===== src/rtl/star_actuator_driver_pkg.sv =====
// Shared codes for the grill/star actuator driver.
// Position codes, command bit map and axis state encoding.
package star_actuator_driver_pkg;

  localparam logic [1:0] POS_HOME = 2'b00;
  localparam logic [1:0] POS_END  = 2'b01;
  localparam logic [1:0] POS_MID  = 2'b10;

  localparam int CMD_GRILL_OPEN  = 3;
  localparam int CMD_GRILL_CLOSE = 2;
  localparam int CMD_STAR_HIDE   = 1;
  localparam int CMD_STAR_EXTEND = 0;

  typedef enum logic [2:0] {
    AX_STOP     = 3'd0,
    AX_DEAD     = 3'd1,
    AX_RUN_END  = 3'd2,
    AX_RUN_HOME = 3'd3,
    AX_FAULT    = 3'd4
  } axis_state_t;

  function automatic logic [1:0] pos_code(
    input logic at_home,
    input logic at_end
  );
    unique case (1'b1)
      at_home && !at_end: pos_code = POS_HOME;
      at_end && !at_home: pos_code = POS_END;
      default:            pos_code = POS_MID;
    endcase
  endfunction

  // Motor bits are {end, home}; only a RUN state drives.
  function automatic logic [1:0] motor_of(input axis_state_t s);
    unique case (s)
      AX_RUN_END:  motor_of = 2'b10;
      AX_RUN_HOME: motor_of = 2'b01;
      default:     motor_of = 2'b00;
    endcase
  endfunction

endpackage


===== src/rtl/star_actuator_driver_axis.sv =====
// One actuator axis: limit sync/debounce, position code,
// dead-time motor FSM with run timeout and sticky fault.
module actuator_axis
  import star_actuator_driver_pkg::*;
#(
  parameter int DEBOUNCE_CYCLES = 16,
  parameter int DEAD_CYCLES     = 8,
  parameter int TIMEOUT_CYCLES  = 1000000
) (
  input  logic       i_clk,
  input  logic       i_rst,
  input  logic       req_end,
  input  logic       req_home,
  input  logic       lim_home,
  input  logic       lim_end,
  output logic [1:0] pos,
  output logic [1:0] motor,
  output logic       fault
);

  localparam int DBW = (DEBOUNCE_CYCLES > 1) ? $clog2(DEBOUNCE_CYCLES) : 1;
  localparam int DW  = (DEAD_CYCLES > 1) ? $clog2(DEAD_CYCLES) : 1;
  localparam int RW  = (TIMEOUT_CYCLES > 1) ? $clog2(TIMEOUT_CYCLES) : 1;

  localparam logic [DBW-1:0] DB_LAST   = DBW'(DEBOUNCE_CYCLES - 1);
  localparam logic [DW-1:0]  DEAD_LOAD = DW'(DEAD_CYCLES - 1);
  localparam logic [RW-1:0]  RUN_LAST  = RW'(TIMEOUT_CYCLES - 1);

  // Index 0 is the home limit, index 1 the end limit.
  logic [1:0]     raw;
  logic [1:0]     sync1;
  logic [1:0]     sync2;
  logic [1:0]     deb;
  logic [1:0]     deb_nxt;
  logic [DBW-1:0] db_cnt [2];

  axis_state_t state, state_nxt;
  logic          dir, dir_nxt;
  logic [DW-1:0] dead_cnt, dead_nxt;
  logic [RW-1:0] run_cnt, run_nxt;

  logic valid_end;
  logic valid_home;
  logic any_req;
  logic req_lim;
  logic tgt_lim;
  logic both_lim;

  assign raw = {lim_end, lim_home};

  // Two-flop synchroniser for the raw switches.
  always_ff @(posedge i_clk or posedge i_rst) begin
    if (i_rst) begin
      sync1 <= 2'b00;
      sync2 <= 2'b00;
    end else begin
      sync1 <= raw;
      sync2 <= sync1;
    end
  end

  // Debounced value flips on the last cycle of a stable difference.
  always_comb begin
    deb_nxt = deb;
    for (int i = 0; i < 2; i++) begin
      if (sync2[i] != deb[i] && db_cnt[i] == DB_LAST)
        deb_nxt[i] = sync2[i];
    end
  end

  // Debounce counters restart whenever the input agrees again.
  always_ff @(posedge i_clk or posedge i_rst) begin
    if (i_rst) begin
      deb <= 2'b00;
      for (int i = 0; i < 2; i++) db_cnt[i] <= '0;
    end else begin
      deb <= deb_nxt;
      for (int i = 0; i < 2; i++) begin
        if (sync2[i] == deb[i] || db_cnt[i] == DB_LAST)
          db_cnt[i] <= '0;
        else
          db_cnt[i] <= db_cnt[i] + 1'b1;
      end
    end
  end

  assign valid_end  = req_end & ~req_home;
  assign valid_home = req_home & ~req_end;
  assign any_req    = valid_end | valid_home;
  assign req_lim    = valid_end ? deb[1] : deb[0];
  assign tgt_lim    = dir ? deb[1] : deb[0];
  assign both_lim   = &deb_nxt;

  // Next-state logic: every start or reversal passes through DEAD.
  always_comb begin
    state_nxt = state;
    dir_nxt   = dir;
    dead_nxt  = dead_cnt;
    run_nxt   = run_cnt;
    if (both_lim) begin
      state_nxt = AX_FAULT;
    end else begin
      unique case (state)
        AX_STOP: begin
          if (any_req && !req_lim) begin
            state_nxt = AX_DEAD;
            dir_nxt   = valid_end;
            dead_nxt  = DEAD_LOAD;
          end
        end
        AX_DEAD: begin
          if (!any_req || req_lim) begin
            state_nxt = AX_STOP;
          end else if (valid_end != dir) begin
            dir_nxt  = valid_end;
            dead_nxt = DEAD_LOAD;
          end else if (dead_cnt == '0) begin
            state_nxt = dir ? AX_RUN_END : AX_RUN_HOME;
            run_nxt   = '0;
          end else begin
            dead_nxt = dead_cnt - 1'b1;
          end
        end
        AX_RUN_END, AX_RUN_HOME: begin
          if (tgt_lim || !any_req) begin
            state_nxt = AX_STOP;
          end else if (valid_end != dir) begin
            state_nxt = AX_DEAD;
            dir_nxt   = valid_end;
            dead_nxt  = DEAD_LOAD;
          end else if (run_cnt == RUN_LAST) begin
            state_nxt = AX_FAULT;
          end else begin
            run_nxt = run_cnt + 1'b1;
          end
        end
        AX_FAULT: state_nxt = AX_FAULT;
        default:  state_nxt = AX_FAULT;
      endcase
    end
  end

  // FSM state, direction and counters.
  always_ff @(posedge i_clk or posedge i_rst) begin
    if (i_rst) begin
      state    <= AX_STOP;
      dir      <= 1'b0;
      dead_cnt <= '0;
      run_cnt  <= '0;
    end else begin
      state    <= state_nxt;
      dir      <= dir_nxt;
      dead_cnt <= dead_nxt;
      run_cnt  <= run_nxt;
    end
  end

  // Registered outputs, decoded from the state being entered.
  always_ff @(posedge i_clk or posedge i_rst) begin
    if (i_rst) begin
      pos   <= POS_MID;
      motor <= 2'b00;
      fault <= 1'b0;
    end else begin
      pos   <= pos_code(deb_nxt[0], deb_nxt[1]);
      motor <= motor_of(state_nxt);
      fault <= (state_nxt == AX_FAULT);
    end
  end

endmodule


===== src/rtl/star_actuator_driver.sv =====
// Grill and star actuator driver top.
// Two identical axes; only command and limit mapping here.
module star_actuator_driver
  import star_actuator_driver_pkg::*;
#(
  parameter int DEBOUNCE_CYCLES = 16,
  parameter int DEAD_CYCLES     = 8,
  parameter int TIMEOUT_CYCLES  = 1000000
) (
  input  logic       i_clk,
  input  logic       i_rst,
  input  logic [3:0] i_cmd,
  input  logic       i_grill_lim_closed,
  input  logic       i_grill_lim_open,
  input  logic       i_star_lim_up,
  input  logic       i_star_lim_hidden,
  output logic [1:0] o_grill_pos,
  output logic [1:0] o_star_pos,
  output logic [1:0] o_grill_motor,
  output logic [1:0] o_star_motor,
  output logic       o_grill_fault,
  output logic       o_star_fault
);

  actuator_axis #(
    .DEBOUNCE_CYCLES(DEBOUNCE_CYCLES),
    .DEAD_CYCLES    (DEAD_CYCLES),
    .TIMEOUT_CYCLES (TIMEOUT_CYCLES)
  ) u_grill (
    .i_clk   (i_clk),
    .i_rst   (i_rst),
    .req_end (i_cmd[CMD_GRILL_OPEN]),
    .req_home(i_cmd[CMD_GRILL_CLOSE]),
    .lim_home(i_grill_lim_closed),
    .lim_end (i_grill_lim_open),
    .pos     (o_grill_pos),
    .motor   (o_grill_motor),
    .fault   (o_grill_fault)
  );

  actuator_axis #(
    .DEBOUNCE_CYCLES(DEBOUNCE_CYCLES),
    .DEAD_CYCLES    (DEAD_CYCLES),
    .TIMEOUT_CYCLES (TIMEOUT_CYCLES)
  ) u_star (
    .i_clk   (i_clk),
    .i_rst   (i_rst),
    .req_end (i_cmd[CMD_STAR_HIDE]),
    .req_home(i_cmd[CMD_STAR_EXTEND]),
    .lim_home(i_star_lim_up),
    .lim_end (i_star_lim_hidden),
    .pos     (o_star_pos),
    .motor   (o_star_motor),
    .fault   (o_star_fault)
  );

endmodule


===== config.mk =====
export PLATFORM = sky130hd
export DESIGN_NAME = star_actuator_driver
export DESIGN_NICKNAME = d
export VERILOG_FILES = /design/src/rtl/star_actuator_driver_pkg.sv /design/src/rtl/star_actuator_driver_axis.sv /design/src/rtl/star_actuator_driver.sv
export SDC_FILE = /design/constraint.sdc
export NUM_CORES = 1
export LEC_CHECK = 0
export CAP_MARGIN = 30
export CELL_PAD_IN_SITES_DETAIL_PLACEMENT = 0
export CELL_PAD_IN_SITES_GLOBAL_PLACEMENT = 1
export CORE_MARGIN = 5
export CORE_UTILIZATION = 48
export DETAILED_ROUTE_END_ITERATION = 10
export PLACE_DENSITY = 0.76
export SETUP_SLACK_MARGIN = 0.1
export SYNTH_ARGS = -nofsm -noshare
export SYNTH_HDL_FRONTEND = slang
export SYNTH_SLANG_ARGS = --single-unit
export TNS_END_PERCENT = 5

===== constraint.sdc =====
create_clock -name i_clk -period 3.5 [get_ports i_clk]
set_input_delay 0.875 -clock i_clk [delete_from_list [all_inputs] [get_ports i_clk]]
set_output_delay 0.875 -clock i_clk [all_outputs]
set_load 0.03 [all_outputs]

==> flow_metrics.py <==
metrics = {
    "status": {
        "outcome": "finished, final reports clean",
    },
    "detailed_routing": {
        "postRouteWirelength_mm": 9.60,
        "ant_nets": 0,
        "drt-vias-per-instance": 5.81,
        "vias": 3751,
        "drcViolationCount": 0,
        "drtIter0Drc": 139,
        "routedWlPerCell_um": 14.9,
        "dr.pass1.iters": 4,
    },
    "power_and_ir_drop": {
        "leakage_nw": 2.20,
        "irDropWorstVdd_mv": 0.216,
        "p_per_area_nw_per_um2": 354,
    },
    "synthesis": {
        "synthArstFlopShare_pct": 100,
        "yosysSeqAreaShare_pct": 48.7,
        "yosysTopAreaCellShare_pct": 47.5,
        "yosys.area_share.simple_pct": 21.8,
        "synth-edff-count": 0,
        "synthMuxAreaShare_pct": 2.17,
        "syn_area_per_cell_sq_um": 9.89,
        "synthCells": 479,
        "synth.area.top_cells": "dfrtp_1, o31ai_1, or4_1",
        "netlist_area_sq_um": 4740,
        "synth_top_family_by_area": "simple AND/OR/NAND/NOR gates",
        "synthAdderAreaFrac_pct": 4.23,
        "yosys_warnings": 0,
        "yosysUniqueCellTypes": 57,
        "synth-main-ff-cell": "dfrtp_1",
        "synth-compound-area-share_pct": 16.5,
        "syn_nets": 505,
        "synth_seq_cells": 92,
        "netlist.top_cell.by_area": "dfrtp_1",
        "synth_xor_xnor_area_share_pct": 2.96,
    },
    "placed_design": {
        "place_congestion": 0.890,
        "hpwl_mm": 6.62,
        "port_buffers": 19,
    },
    "die": {
        "row_count": 36,
        "die_h_um": 109,
        "initial_utilization_pct": 48.9,
        "die_area_sq_um": 12000,
        "core_area_sq_um": 9680,
        "ios": 20,
        "die_w_um": 109,
    },
    "cells_and_area": {
        "final_common_cell": "dfrtp_1",
        "finalCoreUtilization_pct": 55.5,
        "insertedDiodeCount": 0,
        "final_cell_mix": "dfrtp_1, a21oi_1, nor2_1",
        "nets": 534,
        "area_growth_pct": 13.4,
        "final_layout_size_suffix_gt1_share_pct": 10.9,
        "fillCellCount": 869,
    },
    "global_routing": {
        "grt_pass1_vias": 3662,
        "grt_usage_pct": 17.5,
        "grt_pass1_wl_mm": 16.9,
        "grt_start_max_net_pins": 41,
        "grt_antenna_before_repair": 0,
        "grt_overflow_total": 0,
    },
    "clock_network": {
        "clockBufferDepth": 2,
        "clkSinkCount": 92,
        "ctsRootBufferMaster": "clkbuf_8",
        "cts_setup_buffers": 0,
        "htreeDepth": 3,
        "cts-resized-gates": 0,
        "hold_buffers": 0,
        "cts-buffers-inserted": 9,
        "clk_pin_slew_ps": 90,
        "clock_latency_ps": 360,
        "cts_tree": "yes",
    },
    "setup_path": {
        "worstSetupPathType": "in2reg",
        "worstPathMaxFanout": 6,
        "worst_ep_required_time_ps": 3780,
        "crit_path_start_kind": "input pin",
        "reg2reg_depth": 9,
        "crit_arrival_ps": 3360,
        "crit_path_max_incr_delay_ps": 540,
        "cpMaxStageDelayCell": "or4_1",
        "critPathCaptureType": "register",
        "crit_chain": "clkdlybuf4s50_1 -> inv_1 -> ha_1 -> mux2_4 -> o41ai_4 -> nand4_1 -> or4_1 -> a21oi_1",
    },
    "timing": {
        "tightestPinTransition_ps": 777,
        "fmax_ghz": 0.325,
        "rsz0062_at_grt": "no",
        "tns_ps": 0,
        "min_period_ps": 3080,
        "fin_skew_ps": 10.6,
        "final.period_utilization_pct": 88.0,
        "drv_slew": 0,
        "whs_ps": 357,
        "hold_viol_final": 0,
        "slew_headroom_pct": 47.7,
        "report.final.setup_viol": 0,
    },
    "flow_run": {
        "cap_violations": 0,
    },
    "worst_hold_path": {
        "hold_path.class": "reg2reg",
        "hold_path_depth": 0,
    },
}
[cell usage after synthesis (6+ instances only)]
cell	number
dfrtp_1	90
nand3_1	26
a31o_2	6
xor2_1	6
ha_1	16
o21ai_0	16
nor3_1	8
or4_1	30
nor4_1	6
o31ai_1	30
xnor2_1	10
nand2_1	27
mux2_2	6
nand4_1	18
clkbuf_1	11
nor2_1	37
a21oi_1	41
inv_1	26
[per-layer routing]
layer	global-route usage, %	part of all wire [%]
met5	0	0
met4	5.34	1.1
met3	2.94	2.6
met2	28.7	48
met1	23.8	48
[worst paths after layout]
check | end | slack, ps | startpoint
hold / removal | u_grill.sync2[1] | 360 | u_grill.sync1[1]
min in group asynchronous | u_star.motor[0] | 870 | i_rst
hold reg to reg | u_grill.sync2[1] | 360 | u_grill.sync1[1]
setup reg to reg | u_star.run_cnt[14] | 720 | u_star.db_cnt[0]
setup / recovery | u_grill.run_cnt[16] | 420 | i_cmd[2]
max in group asynchronous | u_grill.pos[1] | 1870 | i_rst
[registers in the layout, summed over array words and instances, names as in the netlist, 2 cells and up]
register	cells
u_grill.db_cnt	8
u_grill.dead_cnt	3
u_grill.deb	2
u_grill.motor	2
u_grill.pos	2
u_grill.run_cnt	20
u_grill.state	3
u_grill.sync1	2
u_grill.sync2	2
u_star.db_cnt	8
u_star.dead_cnt	3
u_star.deb	2
u_star.motor	2
u_star.pos	2
u_star.run_cnt	20
u_star.state	3
u_star.sync1	2
u_star.sync2	2
[critical path, delay by kind of cell]
family	cells	cell delay, ps
simple gates	2	840
compound gates	2	590
buf+inv	2	490
mux	1	330
fa+ha+maj	1	220
[layout make-up]
type | instances | area [sq um] | share of cell area (%)
sequential | 92 | 2300 | 42.9
timing repair buffer | 35 | 335 | 6.24
inverter | 26 | 98.8 | 1.84
tap | 133 | 166 | 3.10
multi-input combinational | 344 | 2270 | 42.2
clock inverter | 6 | 71.3 | 1.33
clock buffer | 10 | 128 | 2.37
[stage by stage]
stage / setup slack, ps / cells / power, mW / instance area [sq um]
after floorplan: 236 / 479 / 1.16 / 4740
after global placement: 89.0 / 630 / 1.19 / 5170
after detailed placement: 40.6 / 630 / 1.19 / 5170
after CTS: 429 / 646 / 1.94 / 5370
after global routing: 243 / 646 / 1.99 / 5370
final: 419 / 646 / 1.90 / 5370
[cell families after synthesis]
family	Yosys count
AND/OR/NAND/NOR	185
multiplexers	9
XOR/XNOR	16
adder cells (fa/ha/maj)	16
AO/OA/AOI/OAI	118
buffers and inverters	43
flip-flops	92
[power by group]
part,switching (mW),internal [mW],leakage (nW)
Sequential,0.0108,1.08,1.21
Combinational,0.0481,0.0340,0.902
Clock,0.396,0.337,0.0935
(Power assumes the default switching activity.)
